[config.mk]
export PLATFORM = sky130hd
export DESIGN_NAME = mem_stage_flat
export DESIGN_NICKNAME = d
export VERILOG_FILES = /design/src/rtl/mem_stage_if.sv /design/src/rtl/mem_stage.sv /design/src/flat_wrapper.sv
export SDC_FILE = /design/constraint.sdc
export NUM_CORES = 1
export LEC_CHECK = 0
export BUFFER_PORTS_ARGS = -buffer_cell sky130_fd_sc_hd__clkbuf_2
export CAP_MARGIN = 20
export CORE_AREA = 2 2 109 111
export CTS_BUF_LIST = sky130_fd_sc_hd__clkbuf_8
export DETAILED_ROUTE_END_ITERATION = 10
export DIE_AREA = 0 0 111 113
export PLACE_DENSITY_LB_ADDON = 0.05
export REMOVE_ABC_BUFFERS = 1
export SLEW_MARGIN = 20
export SYNTH_ARGS = -nofsm -noshare
export SYNTH_HDL_FRONTEND = slang
export SYNTH_SLANG_ARGS = --single-unit
[constraint.sdc]
create_clock -name clk -period 4.7 [get_ports clk]
set_clock_uncertainty 0.15 [all_clocks]
set_input_delay 0.705 -clock clk [delete_from_list [all_inputs] [get_ports clk]]
set_output_delay 0.705 -clock clk [all_outputs]
set_load 0.02 [all_outputs]
[src/rtl/mem_stage_if.sv]
// Bundles the EX->MEM handshake, the data SRAM port and the MEM->WB handshake of mem_stage.
// No latency of its own; this file contains wiring only.
// Backpressure runs on mem_allowin towards EX and wb_allowin from WB.
interface mem_stage_if;
    // EX -> MEM
    logic        ex_to_mem_valid;
    logic        mem_allowin;
    logic [31:0] ex_pc;
    logic [31:0] ex_result;
    logic [31:0] ex_store_data;
    logic        ex_mem_re;
    logic        ex_mem_we;
    logic [1:0]  ex_mem_size;
    logic        ex_mem_unsigned;
    logic        ex_rf_we;
    logic [4:0]  ex_dest;

    // data SRAM
    logic        data_sram_en;
    logic [3:0]  data_sram_wen;
    logic [31:0] data_sram_addr;
    logic [31:0] data_sram_wdata;
    logic [31:0] data_sram_rdata;

    // MEM -> WB
    logic        mem_to_wb_valid;
    logic        wb_allowin;
    logic [31:0] mem_pc;
    logic        mem_rf_we;
    logic [4:0]  mem_dest;
    logic [31:0] mem_result;
    logic        mem_addr_err;

    // The memory stage itself.
    modport slave (
        input  ex_to_mem_valid, ex_pc, ex_result, ex_store_data, ex_mem_re, ex_mem_we,
               ex_mem_size, ex_mem_unsigned, ex_rf_we, ex_dest,
               data_sram_rdata, wb_allowin,
        output mem_allowin, data_sram_en, data_sram_wen, data_sram_addr, data_sram_wdata,
               mem_to_wb_valid, mem_pc, mem_rf_we, mem_dest, mem_result, mem_addr_err
    );

    // The surrounding pipeline: EX, WB and the SRAM model.
    modport master (
        output ex_to_mem_valid, ex_pc, ex_result, ex_store_data, ex_mem_re, ex_mem_we,
               ex_mem_size, ex_mem_unsigned, ex_rf_we, ex_dest,
               data_sram_rdata, wb_allowin,
        input  mem_allowin, data_sram_en, data_sram_wen, data_sram_addr, data_sram_wdata,
               mem_to_wb_valid, mem_pc, mem_rf_we, mem_dest, mem_result, mem_addr_err
    );
endinterface

[src/rtl/mem_stage.sv]
// MIPS32 memory stage: issues data SRAM accesses, aligns/extends loads, hands results to WB.
// Latency: 1 cycle EX->WB; the SRAM request is issued combinationally in the accept cycle.
// Backpressure: mem_allowin = !mem_valid | wb_allowin; load data is buffered while WB stalls.
// Optional feature macro MEM_UNALIGN_EXC_EN: flags misaligned half/word accesses and blocks them.
module mem_stage #(
    parameter logic [31:0] RESET_PC = 32'hbfc00000
) (
    input  logic       clk,
    input  logic       reset,
    mem_stage_if.slave bus
);
    localparam logic [1:0] SZ_BYTE = 2'd0;
    localparam logic [1:0] SZ_HALF = 2'd1;

    logic        mem_valid;
    logic        allowin;
    logic        accept;
    logic        is_mem_op;
    logic        misaligned;
    logic [1:0]  ex_a;

    logic [31:0] pc_q;
    logic [31:0] result_q;
    logic [1:0]  size_q;
    logic [1:0]  addr_lo_q;
    logic        unsigned_q;
    logic        re_q;
    logic        rf_we_q;
    logic [4:0]  dest_q;
    logic        err_q;

    logic        buf_valid;
    logic [31:0] rdata_buf;

    logic        sram_en;
    logic [3:0]  sram_wen;
    logic [31:0] sram_wdata;

    logic [31:0] load_raw;
    logic [7:0]  load_byte;
    logic [15:0] load_half;
    logic [31:0] load_val;

    // The stage never needs more than one cycle, so it frees up whenever WB takes its result.
    assign allowin   = !mem_valid | bus.wb_allowin;
    assign accept    = bus.ex_to_mem_valid & allowin;
    assign is_mem_op = bus.ex_mem_re | bus.ex_mem_we;
    assign ex_a      = bus.ex_result[1:0];

`ifdef MEM_UNALIGN_EXC_EN
    // Misaligned means the address is not a multiple of the access size.
    always_comb begin
        misaligned = 1'b0;
        case (bus.ex_mem_size)
            SZ_BYTE: misaligned = 1'b0;
            SZ_HALF: misaligned = ex_a[0];
            default: misaligned = |ex_a;
        endcase
    end
`else
    // Without the exception path, half/word accesses simply ignore low address bits.
    assign misaligned = 1'b0;
`endif

    // Build the SRAM request: lane-replicated store data plus byte enables.
    always_comb begin
        sram_en    = accept & is_mem_op & !misaligned;
        sram_wen   = 4'b0000;
        sram_wdata = bus.ex_store_data;
        case (bus.ex_mem_size)
            SZ_BYTE: begin
                sram_wdata = {4{bus.ex_store_data[7:0]}};
                sram_wen   = 4'b0001 << ex_a;
            end
            SZ_HALF: begin
                sram_wdata = {2{bus.ex_store_data[15:0]}};
                sram_wen   = ex_a[1] ? 4'b1100 : 4'b0011;
            end
            default: begin
                sram_wdata = bus.ex_store_data;
                sram_wen   = 4'b1111;
            end
        endcase
        // Loads and suppressed accesses must never write.
        if (!(sram_en & bus.ex_mem_we)) begin
            sram_wen = 4'b0000;
        end
    end

    assign bus.data_sram_en    = sram_en;
    assign bus.data_sram_wen   = sram_wen;
    assign bus.data_sram_addr  = {bus.ex_result[31:2], 2'b00};
    assign bus.data_sram_wdata = sram_wdata;

    // Stage occupancy: refills (or empties) whenever the stage can take a new instruction.
    always_ff @(posedge clk) begin
        if (reset) begin
            mem_valid <= 1'b0;
        end else if (allowin) begin
            mem_valid <= bus.ex_to_mem_valid;
        end
    end

    // Pipeline registers capture the instruction only when it is actually accepted.
    always_ff @(posedge clk) begin
        if (reset) begin
            pc_q       <= RESET_PC;
            result_q   <= 32'd0;
            size_q     <= 2'd0;
            addr_lo_q  <= 2'd0;
            unsigned_q <= 1'b0;
            re_q       <= 1'b0;
            rf_we_q    <= 1'b0;
            dest_q     <= 5'd0;
            err_q      <= 1'b0;
        end else if (accept) begin
            pc_q       <= bus.ex_pc;
            result_q   <= bus.ex_result;
            size_q     <= bus.ex_mem_size;
            addr_lo_q  <= ex_a;
            unsigned_q <= bus.ex_mem_unsigned;
            re_q       <= bus.ex_mem_re;
            rf_we_q    <= bus.ex_rf_we;
            dest_q     <= bus.ex_dest;
            // Only real memory accesses can raise an address error.
            err_q      <= misaligned & is_mem_op;
        end
    end

    // SRAM data is only valid in the load's first cycle here; hold it while WB stalls.
    always_ff @(posedge clk) begin
        if (reset) begin
            buf_valid <= 1'b0;
            rdata_buf <= 32'd0;
        end else if (allowin) begin
            // Either a new instruction arrives or the stage drains: the buffer is stale.
            buf_valid <= 1'b0;
        end else if (mem_valid & !buf_valid & !bus.wb_allowin) begin
            buf_valid <= 1'b1;
            rdata_buf <= bus.data_sram_rdata;
        end
    end

    assign load_raw = buf_valid ? rdata_buf : bus.data_sram_rdata;

    // Pick the addressed lane(s) and sign/zero-extend to 32 bits.
    always_comb begin
        load_byte = load_raw[7:0];
        case (addr_lo_q)
            2'd0: load_byte = load_raw[7:0];
            2'd1: load_byte = load_raw[15:8];
            2'd2: load_byte = load_raw[23:16];
            2'd3: load_byte = load_raw[31:24];
            default: load_byte = load_raw[7:0];
        endcase
        load_half = addr_lo_q[1] ? load_raw[31:16] : load_raw[15:0];
        case (size_q)
            SZ_BYTE: load_val = {{24{!unsigned_q & load_byte[7]}}, load_byte};
            SZ_HALF: load_val = {{16{!unsigned_q & load_half[15]}}, load_half};
            default: load_val = load_raw;
        endcase
    end

    assign bus.mem_allowin     = allowin;
    assign bus.mem_to_wb_valid = mem_valid;
    assign bus.mem_pc          = pc_q;
    assign bus.mem_dest        = dest_q;
    assign bus.mem_result      = re_q ? load_val : result_q;
    // A faulting access must not update the register file.
    assign bus.mem_rf_we       = rf_we_q & !err_q;
    assign bus.mem_addr_err    = mem_valid & err_q;
endmodule

[src/flat_wrapper.sv]
// flat-port wrapper written by rule: the top's interface ports become plain ports
module mem_stage_flat 
#(
    parameter logic [31:0] RESET_PC = 32'hbfc00000
)
  (clk, reset, bus_ex_to_mem_valid, bus_ex_pc, bus_ex_result, bus_ex_store_data, bus_ex_mem_re, bus_ex_mem_we, bus_ex_mem_size, bus_ex_mem_unsigned, bus_ex_rf_we, bus_ex_dest, bus_data_sram_rdata, bus_wb_allowin, bus_mem_allowin, bus_data_sram_en, bus_data_sram_wen, bus_data_sram_addr, bus_data_sram_wdata, bus_mem_to_wb_valid, bus_mem_pc, bus_mem_rf_we, bus_mem_dest, bus_mem_result, bus_mem_addr_err);
  mem_stage_if bus_i ();
  input  logic clk;
  input  logic reset;
  input wire logic [$bits(bus_i.ex_to_mem_valid)-1:0] bus_ex_to_mem_valid;
  input wire logic [$bits(bus_i.ex_pc)-1:0] bus_ex_pc;
  input wire logic [$bits(bus_i.ex_result)-1:0] bus_ex_result;
  input wire logic [$bits(bus_i.ex_store_data)-1:0] bus_ex_store_data;
  input wire logic [$bits(bus_i.ex_mem_re)-1:0] bus_ex_mem_re;
  input wire logic [$bits(bus_i.ex_mem_we)-1:0] bus_ex_mem_we;
  input wire logic [$bits(bus_i.ex_mem_size)-1:0] bus_ex_mem_size;
  input wire logic [$bits(bus_i.ex_mem_unsigned)-1:0] bus_ex_mem_unsigned;
  input wire logic [$bits(bus_i.ex_rf_we)-1:0] bus_ex_rf_we;
  input wire logic [$bits(bus_i.ex_dest)-1:0] bus_ex_dest;
  input wire logic [$bits(bus_i.data_sram_rdata)-1:0] bus_data_sram_rdata;
  input wire logic [$bits(bus_i.wb_allowin)-1:0] bus_wb_allowin;
  output wire logic [$bits(bus_i.mem_allowin)-1:0] bus_mem_allowin;
  output wire logic [$bits(bus_i.data_sram_en)-1:0] bus_data_sram_en;
  output wire logic [$bits(bus_i.data_sram_wen)-1:0] bus_data_sram_wen;
  output wire logic [$bits(bus_i.data_sram_addr)-1:0] bus_data_sram_addr;
  output wire logic [$bits(bus_i.data_sram_wdata)-1:0] bus_data_sram_wdata;
  output wire logic [$bits(bus_i.mem_to_wb_valid)-1:0] bus_mem_to_wb_valid;
  output wire logic [$bits(bus_i.mem_pc)-1:0] bus_mem_pc;
  output wire logic [$bits(bus_i.mem_rf_we)-1:0] bus_mem_rf_we;
  output wire logic [$bits(bus_i.mem_dest)-1:0] bus_mem_dest;
  output wire logic [$bits(bus_i.mem_result)-1:0] bus_mem_result;
  output wire logic [$bits(bus_i.mem_addr_err)-1:0] bus_mem_addr_err;
  assign bus_i.ex_to_mem_valid = bus_ex_to_mem_valid;
  assign bus_i.ex_pc = bus_ex_pc;
  assign bus_i.ex_result = bus_ex_result;
  assign bus_i.ex_store_data = bus_ex_store_data;
  assign bus_i.ex_mem_re = bus_ex_mem_re;
  assign bus_i.ex_mem_we = bus_ex_mem_we;
  assign bus_i.ex_mem_size = bus_ex_mem_size;
  assign bus_i.ex_mem_unsigned = bus_ex_mem_unsigned;
  assign bus_i.ex_rf_we = bus_ex_rf_we;
  assign bus_i.ex_dest = bus_ex_dest;
  assign bus_i.data_sram_rdata = bus_data_sram_rdata;
  assign bus_i.wb_allowin = bus_wb_allowin;
  assign bus_mem_allowin = bus_i.mem_allowin;
  assign bus_data_sram_en = bus_i.data_sram_en;
  assign bus_data_sram_wen = bus_i.data_sram_wen;
  assign bus_data_sram_addr = bus_i.data_sram_addr;
  assign bus_data_sram_wdata = bus_i.data_sram_wdata;
  assign bus_mem_to_wb_valid = bus_i.mem_to_wb_valid;
  assign bus_mem_pc = bus_i.mem_pc;
  assign bus_mem_rf_we = bus_i.mem_rf_we;
  assign bus_mem_dest = bus_i.mem_dest;
  assign bus_mem_result = bus_i.mem_result;
  assign bus_mem_addr_err = bus_i.mem_addr_err;
  mem_stage #(.RESET_PC(RESET_PC)) u_core (.clk(clk), .reset(reset), .bus(bus_i));
endmodule
---- Word level (Yosys, flattened, before mapping) ----
Cells that the tools add are included.
cells by class
  add/subtract/negate cells ............... 0
  shift-type cells ........................ 1
  order comparisons ....................... 0
  divide/modulo/power cells ............... 0
  multipliers ............................. 0
  muxes and demuxes ....................... 9
  reductions and logical operators ........ 9
  bitwise gates (word level) .............. 10
  equality and inequality tests ........... 5
operator list
  operator             number
  $pmux 32 s2          2
  $mux 32              2
  $pmux 8 s4           1
  $mux 16              1
  $mux 4               2
  $pmux 4 s2           1
  $and 1x1->1          7
  $eq 2x1->1 const B   3
  $logic_not 2->1      3
  $eq 2x2->1 const B   2
  $logic_not 1->1      4
  $shl 1x2->4 const A  1
  $or 1x1->1           2
  $reduce_and 2->1     1
  $reduce_or 2->1      1
  $not 1->1            1
word-level totals
  memory bits (writable) .................. 0
  flip-flop bits (word level) ............. 110
  output and inout port bits .............. 142
  bits in read-only memories .............. 0
  memories ................................ 0
  bits in latches ......................... 0
  input bits .............................. 143

---- Longest topological paths before layout ----
Gate-level depths: netlist of the first run.
  word-level depth ........................ 6
  depth in mapped cells ................... 7
  depth with buffers taken out ............ 4

---- Least setup slack after synthesis of the first run ----
No wires, ideal clock.
  kind .................................... input to output
  start point ............................. input port bus_wb_allowin
  end point ............................... output port bus_data_sram_wen[0]
  data required time ...................... 3.845 ns
  stages .................................. 6
  arrival time ............................ 1.943 ns
  setup slack ............................. 1.902 ns
  buffers on the path ..................... 2
  cells stage by stage .................... nand2b_1 clkbuf_1 and2_1 buf_2 nand2_1 a21oi_1
between the ends
  word-level cells in the longest chain between the ends .. 5
ends and longest elaborated chain
  what                       line                RTL
  from (decl)                flat_wrapper.sv:21  input wire logic [$bits(bus_i.wb_allowin)-1:0] bus_wb_allowin;
  $or 1x1->1                 mem_stage.sv:45     assign allowin = !mem_valid | bus.wb_allowin;
  named net bus_mem_allowin  flat_wrapper.sv:22  output wire logic [$bits(bus_i.mem_allowin)-1:0] bus_mem_allowin;
  $and 1x1->1                mem_stage.sv:46     assign accept = bus.ex_to_mem_valid & allowin;
  $and 1x1->1                mem_stage.sv:67     sram_en = accept & is_mem_op & !misaligned;
  $and 1x1->1                mem_stage.sv:85     if (!(sram_en & bus.ex_mem_we)) begin
  $mux 4                     mem_stage.sv:85
  to (decl)                  flat_wrapper.sv:24  output wire logic [$bits(bus_i.data_sram_wen)-1:0] bus_data_sram_wen;
The timed path passes the listed nets, and every way through them passes these cells.

==> results of run 1 <==
-- cell type report --
type	count	area, sq um
clock buffer	9	124
inverter	4	15.0
timing repair buffer	287	1470
tap	143	179
clock inverter	7	82.6
fill	1054	4260
sequential	108	2160
multi-input combinational	557	2980
-- synthesized netlist by cell type --
| master | instances | share of area [%] |
|---|---|---|
| o22a_1 | 7 | 1.1 |
| o21ai_0 | 15 | 1.3 |
| nand3b_1 | 10 | 1.3 |
| conb_1 | 1 | 0.066 |
| buf_6 | 2 | 0.39 |
| nor2_1 | 33 | 2.2 |
| a21oi_1 | 105 | 9.2 |
| o221ai_1 | 1 | 0.15 |
| mux4_2 | 1 | 0.39 |
| buf_4 | 42 | 5.5 |
| buf_1 | 7 | 0.46 |
| mux2i_1 | 25 | 4.4 |
| a21o_1 | 1 | 0.13 |
| mux2_2 | 32 | 6.3 |
| nor2b_1 | 10 | 1.1 |
| a2bb2oi_1 | 1 | 0.15 |
| a31oi_1 | 37 | 4.1 |
| o22ai_1 | 1 | 0.11 |
| nor3_1 | 8 | 0.70 |
| and2_1 | 2 | 0.22 |
| nand2_1 | 236 | 16 |
| nand2b_1 | 20 | 2.2 |
| dfxtp_1 | 108 | 38 |
| nand3_1 | 3 | 0.26 |
| and4bb_4 | 1 | 0.29 |
| a22oi_1 | 2 | 0.26 |
| a31oi_4 | 1 | 0.37 |
| inv_1 | 4 | 0.26 |
| clkbuf_1 | 38 | 2.5 |
| buf_2 | 11 | 0.96 |
| or2_2 | 1 | 0.11 |
| o21bai_1 | 1 | 0.13 |
-- how the worst max path moves through the flow --
stage / slack, ns / endpoint / startpoint
after CTS: 1.05 / bus_mem_result[28] / u_core.result_q[1]
final: 1.04 / bus_mem_result[28] / u_core.result_q[1]
after floorplan: 0.79 / bus_data_sram_wen[0] / bus_wb_allowin
after global routing: 0.89 / bus_mem_result[28] / u_core.result_q[1]
after detailed placement: 1.42 / bus_mem_result[28] / bus_data_sram_rdata[31]
after global placement: 1.45 / bus_mem_result[28] / bus_data_sram_rdata[31]
-- registers in the layout, indices dropped and copies added (netlist names) --
register / cells
u_core.addr_lo_q: 1
u_core.buf_valid: 1
u_core.bus.mem_dest: 5
u_core.bus.mem_pc: 32
u_core.bus.mem_to_wb_valid: 1
u_core.rdata_buf: 32
u_core.re_q: 1
u_core.result_q: 31
u_core.rf_we_q: 1
u_core.size_q: 2
u_core.unsigned_q: 1
-- critical path, stage by stage (launching register included) --
cell and delay, ns:
dfxtp_1 0.83, mux4_2 0.42, and4bb_4 0.22, a31oi_4 0.56
a31oi_1 0.20, clkbuf_2 0.21
-- power breakdown --
part	internal, mW	switching, mW
logic	0.199	0.340
registers	0.964	0.0390
clock network	0.255	0.335
total	1.42	0.714
-- per-layer routing --
metal | vias up | routed length [um] | track usage (%)
met1 | 2676 | 7190 | 33.8
li1 | 2924 | - | -
met3 | 23 | 1470 | 7.07
met4 | 0 | 276 | 6.75
met5 | - | 0 | 0
met2 | 233 | 8120 | 44.0
-- through the flow --
step           area (sq um)  cells  total power [mW]  util [%]
3_3_place_gp           6790   1098              1.55      60.2
5_1_grt                7010   1115              2.24      62.2
6_report               7010   1115              2.13      62.2
3_5_place_dp           6790   1098              1.56      60.2
4_1_cts                6990   1114              2.15      62.0
2_1_floorplan          5150    669              1.30         -
-- kinds of logic (layout without fill, tap and decap cells) --
family	after synthesis	in the layout	synth area share (%)
AOI/OAI and AO/OA	172	172	17.0
other	1	3	0.0657
muxes	58	58	11.1
buffers and inverters	104	307	10.1
and+or+nand+nor	324	324	23.9
DFF	108	108	37.9
==> flow_summary_export.csv, run 1 <==
group,metric,value,unit
detailed_routing,routed_wl,17100,um
grt,grtUsageTotal,26.2,%
worst_setup_path,r2r_setup_slack,2.61,ns
cells_and_area,layout_commonest_cell,"clkbuf_2",
worst_hold_path,hp-start,"u_core.rdata_buf[4]",
worst_setup_path,cp-end-kind,"output port",
clock_network,cts.path.max_buffers,2,
clock_network,numCtsBuffers,9,
detailed_routing,vias,5856,
yosys,synth_area_per_cell,7.44,sq um
cells_and_area,diodes,0,
cells_and_area,area_delta_synth_final,22.9,%
worst_setup_path,rr_worst_depth,4,
clock_network,clk_pin_slew,0.10,ns
cells_and_area,mostFrequentLayoutCells,"clkbuf_2 (280), nand2_1 (235), dfxtp_1 (106)",
grt,grt_pass1_vias,5392,
outcome,status,"finished, final reports clean",
floorplan,initial_core_util,50.6,%
power,peakVddDrop,193,uV
cells_and_area,drive_above_1_share,35.4,%
detailed_routing,ant_nets,0,
worst_setup_path,cp_max_fo,24,
worst_hold_path,whs_path_depth,2,
timing,fmax,273,MHz
timing,tns,0,ns
timing,rsz0062_at_grt,"false",
detailed_routing,drt_iter0_drc,378,
clock_network,clockRootBuffer,"clkbuf_8",
worst_setup_path,crit_required,3.85,ns
detailed_routing,avgRoutedWirePerCell,15.3,um
yosys,yosysSeqAreaShare,37.9,%
floorplan,die-area,12500,sq um
floorplan,num_rows,39,
timing,finalHoldViolCount,0,
timing,worst_slew_pin_slew,0.960,ns
detailed_routing,drc,0,
timing,worst_slack,1.04,ns
worst_hold_path,hold_path_class,"flop to flop",
yosys,synth_cell_types,32,
placement,place_ws,1.42,ns
clock_network,postCtsResizedCells,0,
cells_and_area,layout.nets,1110,
grt,grt_pass1_wl,27000,um
worst_setup_path,arrival,2.81,ns
clock_network,cts_sinks,108,
floorplan,die_w,111,um
placement,io_buffers,281,
timing,hold_slack,0.306,ns
yosys,ys_ff_latch,108,
detailed_routing,dr.pass1.iters,5,
clock_network,cts_setup_buffers,0,
floorplan,io_pins,285,
worst_hold_path,hold_end,"u_core.rdata_buf[4]",
clock_network,cts_tree,"yes",
worst_setup_path,crit_type,"flop to output port",
worst_setup_path,r2r-start,"u_core.buf_valid",
placement,routabilityCongestion,0.875,
worst_setup_path,worstSetupStartpointType,"flop",
detailed_routing,via_per_inst,5.25,
power,power.density,304,nW/um^2
timing,setup_viol,0,
timing,layout_min_cycle_time,3.66,ns
clock_network,hold_buffers,0,
grt,grt_max_degree,109,
placement,hpwl,12400,um
worst_setup_path,r2r-end,"u_core.rdata_buf[13]",
yosys,ys_warn_count,0,
floorplan,fp.coreArea,11300,sq um
grt,gr-total-overflow,0,
floorplan,die_y,113,um
flow_run,max_cap_viol_count,0,
power,p_leak,3.18,nW
timing,slew_viol_final,0,
grt,antenna_found_initial,0,
timing,min_period_over_period,77.9,%
yosys,syn_area,5710,sq um
clock_network,htreeDepth,3,
clock_network,clock_latency,0.37,ns
timing,max_slew_margin,35.9,%
yosys,syn_inst,767,
(Power assumes the default switching activity.)
==> run 2: changes to the inputs <==
--- a/config.mk
+++ b/config.mk
@@ -5,12 +5,13 @@
 export SDC_FILE = /design/constraint.sdc
 export NUM_CORES = 1
 export LEC_CHECK = 0
+export ABC_AREA = 1
 export BUFFER_PORTS_ARGS = -buffer_cell sky130_fd_sc_hd__clkbuf_2
 export CAP_MARGIN = 20
-export CORE_AREA = 2 2 109 111
+export CORE_MARGIN = 1.5
+export CORE_UTILIZATION = 48
 export CTS_BUF_LIST = sky130_fd_sc_hd__clkbuf_8
 export DETAILED_ROUTE_END_ITERATION = 10
-export DIE_AREA = 0 0 111 113
 export PLACE_DENSITY_LB_ADDON = 0.05
 export REMOVE_ABC_BUFFERS = 1
 export SLEW_MARGIN = 20
==> constraint.sdc (replaced) <==
create_clock -name clk -period 3.49 [get_ports clk]
set_clock_uncertainty 0.15 [all_clocks]
set_input_delay 0.5235 -clock clk [delete_from_list [all_inputs] [get_ports clk]]
set_output_delay 0.5235 -clock clk [all_outputs]
set_load 0.02 [all_outputs]
==> run 2 against run 1 <==
Wire length up 8.6%. Core utilization down 1.9 points. Clock-buffer cell count unchanged.
==> flow_summary_export.csv, run 2 <==
group,metric,value,unit
power,power.density,409,nW/um^2
grt,top_usage_layer,"met2",
power,p_leak,3.82,nW
yosys,async_flop_share,0,%
timing,min_period_over_period,88.5,%
timing,layout_min_cycle_time,3.09,ns
worst_setup_path,worst_path_max_delay_cell,"dfxtp_1",
yosys,ys_warn_count,0,
yosys,synth_top_area_cell,"dfxtp_1",
cells_and_area,drive_above_1_share,32.2,%
timing,setup_viol,0,
timing,fmax,324,MHz
placement,hpwl,13700,um
cells_and_area,layout_commonest_cell,"clkbuf_2",
yosys,yosysTopAreaCellShare,36.3,%
power,peakVddDrop,254,uV
timing,worst_slew_pin_slew,1.02,ns
cells_and_area,area_delta_synth_final,22.3,%
clock_network,cts_sinks,108,
floorplan,die_y,114,um
yosys,ys_top_cells_by_area,"dfxtp_1 (36%), nor2_1 (11%), nand2_1 (11%), o21ai_0 (9.9%), a21oi_1 (5.9%)",
worst_setup_path,crit_required,2.82,ns
worst_setup_path,crit_type,"flop to output port",
timing,slew_viol_final,0,
timing,max_slew_margin,31.7,%
timing,finalHoldViolCount,0,
worst_setup_path,cp-end-kind,"output port",
clock_network,cts_tree,"yes",
worst_setup_path,critPathTopFamily,"compound AO/OA/AOI/OAI gates",
worst_setup_path,cpPeakStageDelay,0.68,ns
detailed_routing,ant_nets,0,
worst_setup_path,critPathMostFrequentCell,"a21oi_1",
yosys,syn_area,5950,sq um
yosys,synth_commonest_cells,"nor2_1 (173), nand2_1 (169), o21ai_0 (118)",
yosys,synth_edf_count,0,
timing,tns,0,ns
grt,grt_pass1_vias,5911,
worst_setup_path,worstSetupStartpointType,"flop",
cells_and_area,design_area,7280,sq um
detailed_routing,routed_wl,18500,um
clock_network,clock_latency,0.37,ns
grt,grtUsageTotal,28.5,%
grt,use_met2,45.3,%
clock_network,hold_buffers,0,
yosys,ys_ff_latch,108,
grt,antenna_found_initial,0,
placement,place_ws,0.810,ns
worst_setup_path,cp_max_fo,14,
clock_network,cts.path.max_buffers,2,
grt,grt_pass1_wl,29700,um
detailed_routing,avgRoutedWirePerCell,14.3,um
floorplan,initial_core_util,49.3,%
clock_network,clockRootBuffer,"clkbuf_8",
floorplan,die-area,13100,sq um
timing,rsz0062_at_grt,"false",
floorplan,die_w,114,um
clock_network,clk_pin_slew,0.11,ns
floorplan,io_pins,285,
flow_run,max_cap_viol_count,0,
placement,routabilityCongestion,0.871,
worst_setup_path,arrival,2.42,ns
grt,grt_use_met1,38.2,%
worst_hold_path,hold_path_class,"input port to flop",
worst_setup_path,critPathBufInv,2,
cells_and_area,utilization,60.3,%
clock_network,numCtsBuffers,9,
grt,grt.met3_usage,6.62,%
placement,io_buffers,281,
detailed_routing,dr.pass1.iters,5,
worst_setup_path,path_cells,"inv_1 -> o21ai_1 -> a21oi_1 -> a21oi_1 -> clkbuf_2",
placement,place_area,7080,sq um
detailed_routing,vias,6456,
yosys,syn_inst,919,
detailed_routing,drc,0,
detailed_routing,via_per_inst,4.98,
detailed_routing,drt_iter0_drc,477,
yosys,synth_most_common_cell,"nor2_1",
clock_network,postCtsResizedCells,0,
cells_and_area,mostFrequentLayoutCells,"clkbuf_2 (281), nor2_1 (173), nand2_1 (169)",
grt,gr-total-overflow,0,
floorplan,num_rows,40,
clock_network,htreeDepth,3,
cells_and_area,diodes,0,
outcome,status,"finished, final reports clean",
timing,worst_slack,0.401,ns
clock_network,cts_setup_buffers,0,
yosys,synth-main-ff-cell,"dfxtp_1",
yosys,yosysSeqAreaShare,36.3,%
floorplan,fp.coreArea,12100,sq um
yosys,synth_cell_types,26,
yosys,synth_area_per_cell,6.48,sq um
grt,grt_max_degree,74,
cells_and_area,layout.nets,1266,
-- run 2: cell types whose count changed in the layout (fill, tap and decap cells not counted), sizes merged, moves of 25 or more --
cell	change
a21oi	-27
a31oi	-38
inv	+66
mux2	-32
mux2i	-25
nand2	-64
nand3	+52
nor2	+144
o21ai	+110
-- run 2: worst paths after layout --
path | startpoint | endpoint | slack (ns) | cells after the start
setup reg to reg | u_core.buf_valid | u_core.rdata_buf[16] | 1.42 | 6
hold reg to reg | u_core.rdata_buf[17] | u_core.rdata_buf[17] | 0.30 | 2
setup / recovery | u_core.size_q[1] | bus_mem_result[0] | 0.40 | 5
hold / removal | bus_ex_pc[24] | u_core.bus.mem_pc[24] | 0.19 | 3
-- run 2: cell families after synthesis --
kind of cell	Yosys count	synth area share, %
flip-flops	108	36.3
other	1	0.0630
buffers and inverters	171	14.5
AO/OA/AOI/OAI	211	19.0
AND/OR/NAND/NOR	428	30.2
-- run 2: area by class of cell --
cell class | count | area (sq um)
multi-input combinational | 642 | 2940
clock inverter | 7 | 68.8
inverter | 72 | 273
timing repair buffer | 290 | 1500
clock buffer | 9 | 124
tap | 168 | 210
fill | 1275 | 4780
sequential | 108 | 2160
-- run 2: routing by layer --
metal | wire length [um] | share of wire [%]
met1 | 8200 | 44
met2 | 8550 | 46
met3 | 1340 | 7.2
met4 | 427 | 2.3
met5 | 0 | 0
-- run 2: worst min-delay path, stage by stage --
cell and delay, ns:
clkbuf_2 0.07, nand2_1 0.04, nand3_1 0.06
-- run 2: power by group --
part / internal (mW) / switching [mW]
clock: 0.277 / 0.471
combinational: 0.292 / 0.571
sequential: 1.32 / 0.0461
total: 1.89 / 1.09
-- run 2: per-stage QoR --
stage / hold slack, ns / power (mW) / std cells
4_1_cts: 0.177 / 2.99 / 1296
5_1_grt: 0.175 / 3.14 / 1296
2_1_floorplan: 0.276 / 1.87 / 822
3_5_place_dp: 0.291 / 2.25 / 1280
6_report: 0.192 / 2.98 / 1296
3_3_place_gp: 0.283 / 2.25 / 1280
==> run 3: changes to the inputs <==
==> constraint.sdc (replaced) <==
create_clock -name clk -period 3.3 [get_ports clk]
set_clock_uncertainty 0.15 [all_clocks]
set_input_delay 0.495 -clock clk [delete_from_list [all_inputs] [get_ports clk]]
set_output_delay 0.495 -clock clk [all_outputs]
set_load 0.02 [all_outputs]
==> run 3 against run 2 <==
Clock power grew 4.8%. Via count up 0.53%. Flip-flop and latch count unchanged. Setup slack worse by 0.073 ns. Critical path depth unchanged. First-iteration DRC count grew 23%. Final cell count up 0.23%. Register-to-register slack got worse by 0.12 ns. Die area unchanged.
==> flow_summary_export.csv, run 3 (synthesis results as in run 2) <==
group,metric,value,unit
outcome,status,"finished, final reports clean",
grt,gr-total-overflow,0,
power,power.density,431,nW/um^2
clock_network,numCtsBuffers,9,
worst_setup_path,critPathMostFrequentCell,"a21oi_1",
timing,slew_viol_final,0,
placement,routabilityCongestion,0.876,
clock_network,clock_latency,0.37,ns
timing,worst_slew_pin_slew,0.959,ns
worst_setup_path,crit_required,2.65,ns
flow_run,max_cap_viol_count,0,
placement,dp_cells,1283,
detailed_routing,via_per_inst,5.00,
grt,grt_pass1_vias,5824,
timing,layout_min_cycle_time,2.97,ns
floorplan,die_w,114,um
timing,max_slew_margin,36.0,%
power,p_total,3.14,mW
clock_network,cts_sinks,108,
clock_network,clk_pin_slew,0.12,ns
cells_and_area,final-instance-count-excl-fill,1299,
grt,grt_pass1_wl,29000,um
worst_setup_path,worstSetupStartpointType,"flop",
timing,setup_viol,0,
clock_network,postCtsResizedCells,0,
cells_and_area,design_area,7290,sq um
detailed_routing,drt_iter0_drc,587,
clock_network,clockRootBuffer,"clkbuf_8",
cells_and_area,layout_commonest_cell,"clkbuf_2",
timing,rsz0062_at_grt,"false",
floorplan,io_pins,285,
grt,grt_max_degree,75,
worst_setup_path,crit_type,"flop to output port",
worst_setup_path,worst_path_max_delay_cell,"dfxtp_1",
detailed_routing,dr.pass1.iters,5,
floorplan,die_y,114,um
worst_setup_path,cpPeakStageDelay,0.69,ns
worst_setup_path,arrival,2.33,ns
timing,tns,0,ns
clock_network,htreeDepth,3,
clock_network,hold_buffers,0,
worst_hold_path,hold_path_class,"input port to flop",
worst_setup_path,critPathBufInv,2,
floorplan,die-area,13100,sq um
cells_and_area,utilization,60.4,%
grt,antenna_found_initial,0,
placement,hpwl,13700,um
floorplan,fp.coreArea,12100,sq um
detailed_routing,avgRoutedWirePerCell,14.1,um
detailed_routing,vias,6490,
detailed_routing,ant_nets,0,
cells_and_area,layout.nets,1269,
cells_and_area,fill_cells,1249,
worst_setup_path,cp_max_fo,14,
cells_and_area,drive_above_1_share,32.4,%
power,p_leak,3.83,nW
cells_and_area,diodes,0,
worst_setup_path,path_cells,"inv_1 -> o21ai_1 -> a21oi_1 -> a21oi_1 -> clkbuf_2",
placement,io_buffers,281,
clock_network,cts_setup_buffers,0,
floorplan,initial_core_util,49.3,%
detailed_routing,drc,0,
worst_setup_path,cp-end-kind,"output port",
cells_and_area,area_delta_synth_final,22.5,%
timing,min_period_over_period,90.1,%
grt,grtUsageTotal,27.9,%
power,peakVddDrop,296,uV
timing,finalHoldViolCount,0,
timing,fmax,336,MHz
placement,place_area,7090,sq um
cells_and_area,mostFrequentLayoutCells,"clkbuf_2 (281), nor2_1 (173), nand2_1 (169)",
clock_network,cts.path.max_buffers,2,
clock_network,cts_tree,"yes",
detailed_routing,routed_wl,18300,um
floorplan,num_rows,40,
worst_setup_path,critPathTopFamily,"compound AO/OA/AOI/OAI gates",
[run 3: power breakdown]
group | internal, mW | total, mW | switching [mW]
combinational | 0.309 | 0.916 | 0.607
sequential | 1.40 | 1.44 | 0.0439
clock | 0.294 | 0.784 | 0.490
total | 2.00 | 3.14 | 1.14
[run 3: metal layers]
metal  vias up  GRT usage [%]  wire length [um]
met5         -              0                 0
met4         0           7.75               288
met3        22           6.67              1320
met2       264           45.1              8680
met1      2899           37.2              7990
li1       3305              -                 -
[run 3: worst paths after layout]
path,startpoint,cells after the start,slack (ns),end
min reg2reg,u_core.rdata_buf[17],2,0.30,u_core.rdata_buf[17]
max,u_core.size_q[1],5,0.33,bus_mem_result[0]
max reg2reg,u_core.bus.mem_to_wb_valid,7,1.30,u_core.bus.mem_pc[2]
min,bus_ex_pc[24],3,0.17,u_core.bus.mem_pc[24]
[run 3: cell type report]
type	count	area [sq um]	share of cell area (%)
flip-flops and latches	108	2160	29.7
clock inverters	7	70.1	0.961
clock buffers	9	124	1.70
inverters	72	273	3.74
multi-input cells	642	2940	40.3
well taps	168	210	2.88
repair buffers	293	1510	20.7
[run 3: metrics by stage]
stage	hold slack, ns	setup WS, ns
floorplan	0.276	0.138
global placement	0.286	0.768
detailed placement	0.289	0.760
CTS	0.148	0.320
global route	0.145	0.0902
finish	0.169	0.328
[run 3: worst min-delay path: stages]
cell      delay (ns)
clkbuf_2        0.07
nand2_1         0.04
nand3_1         0.06
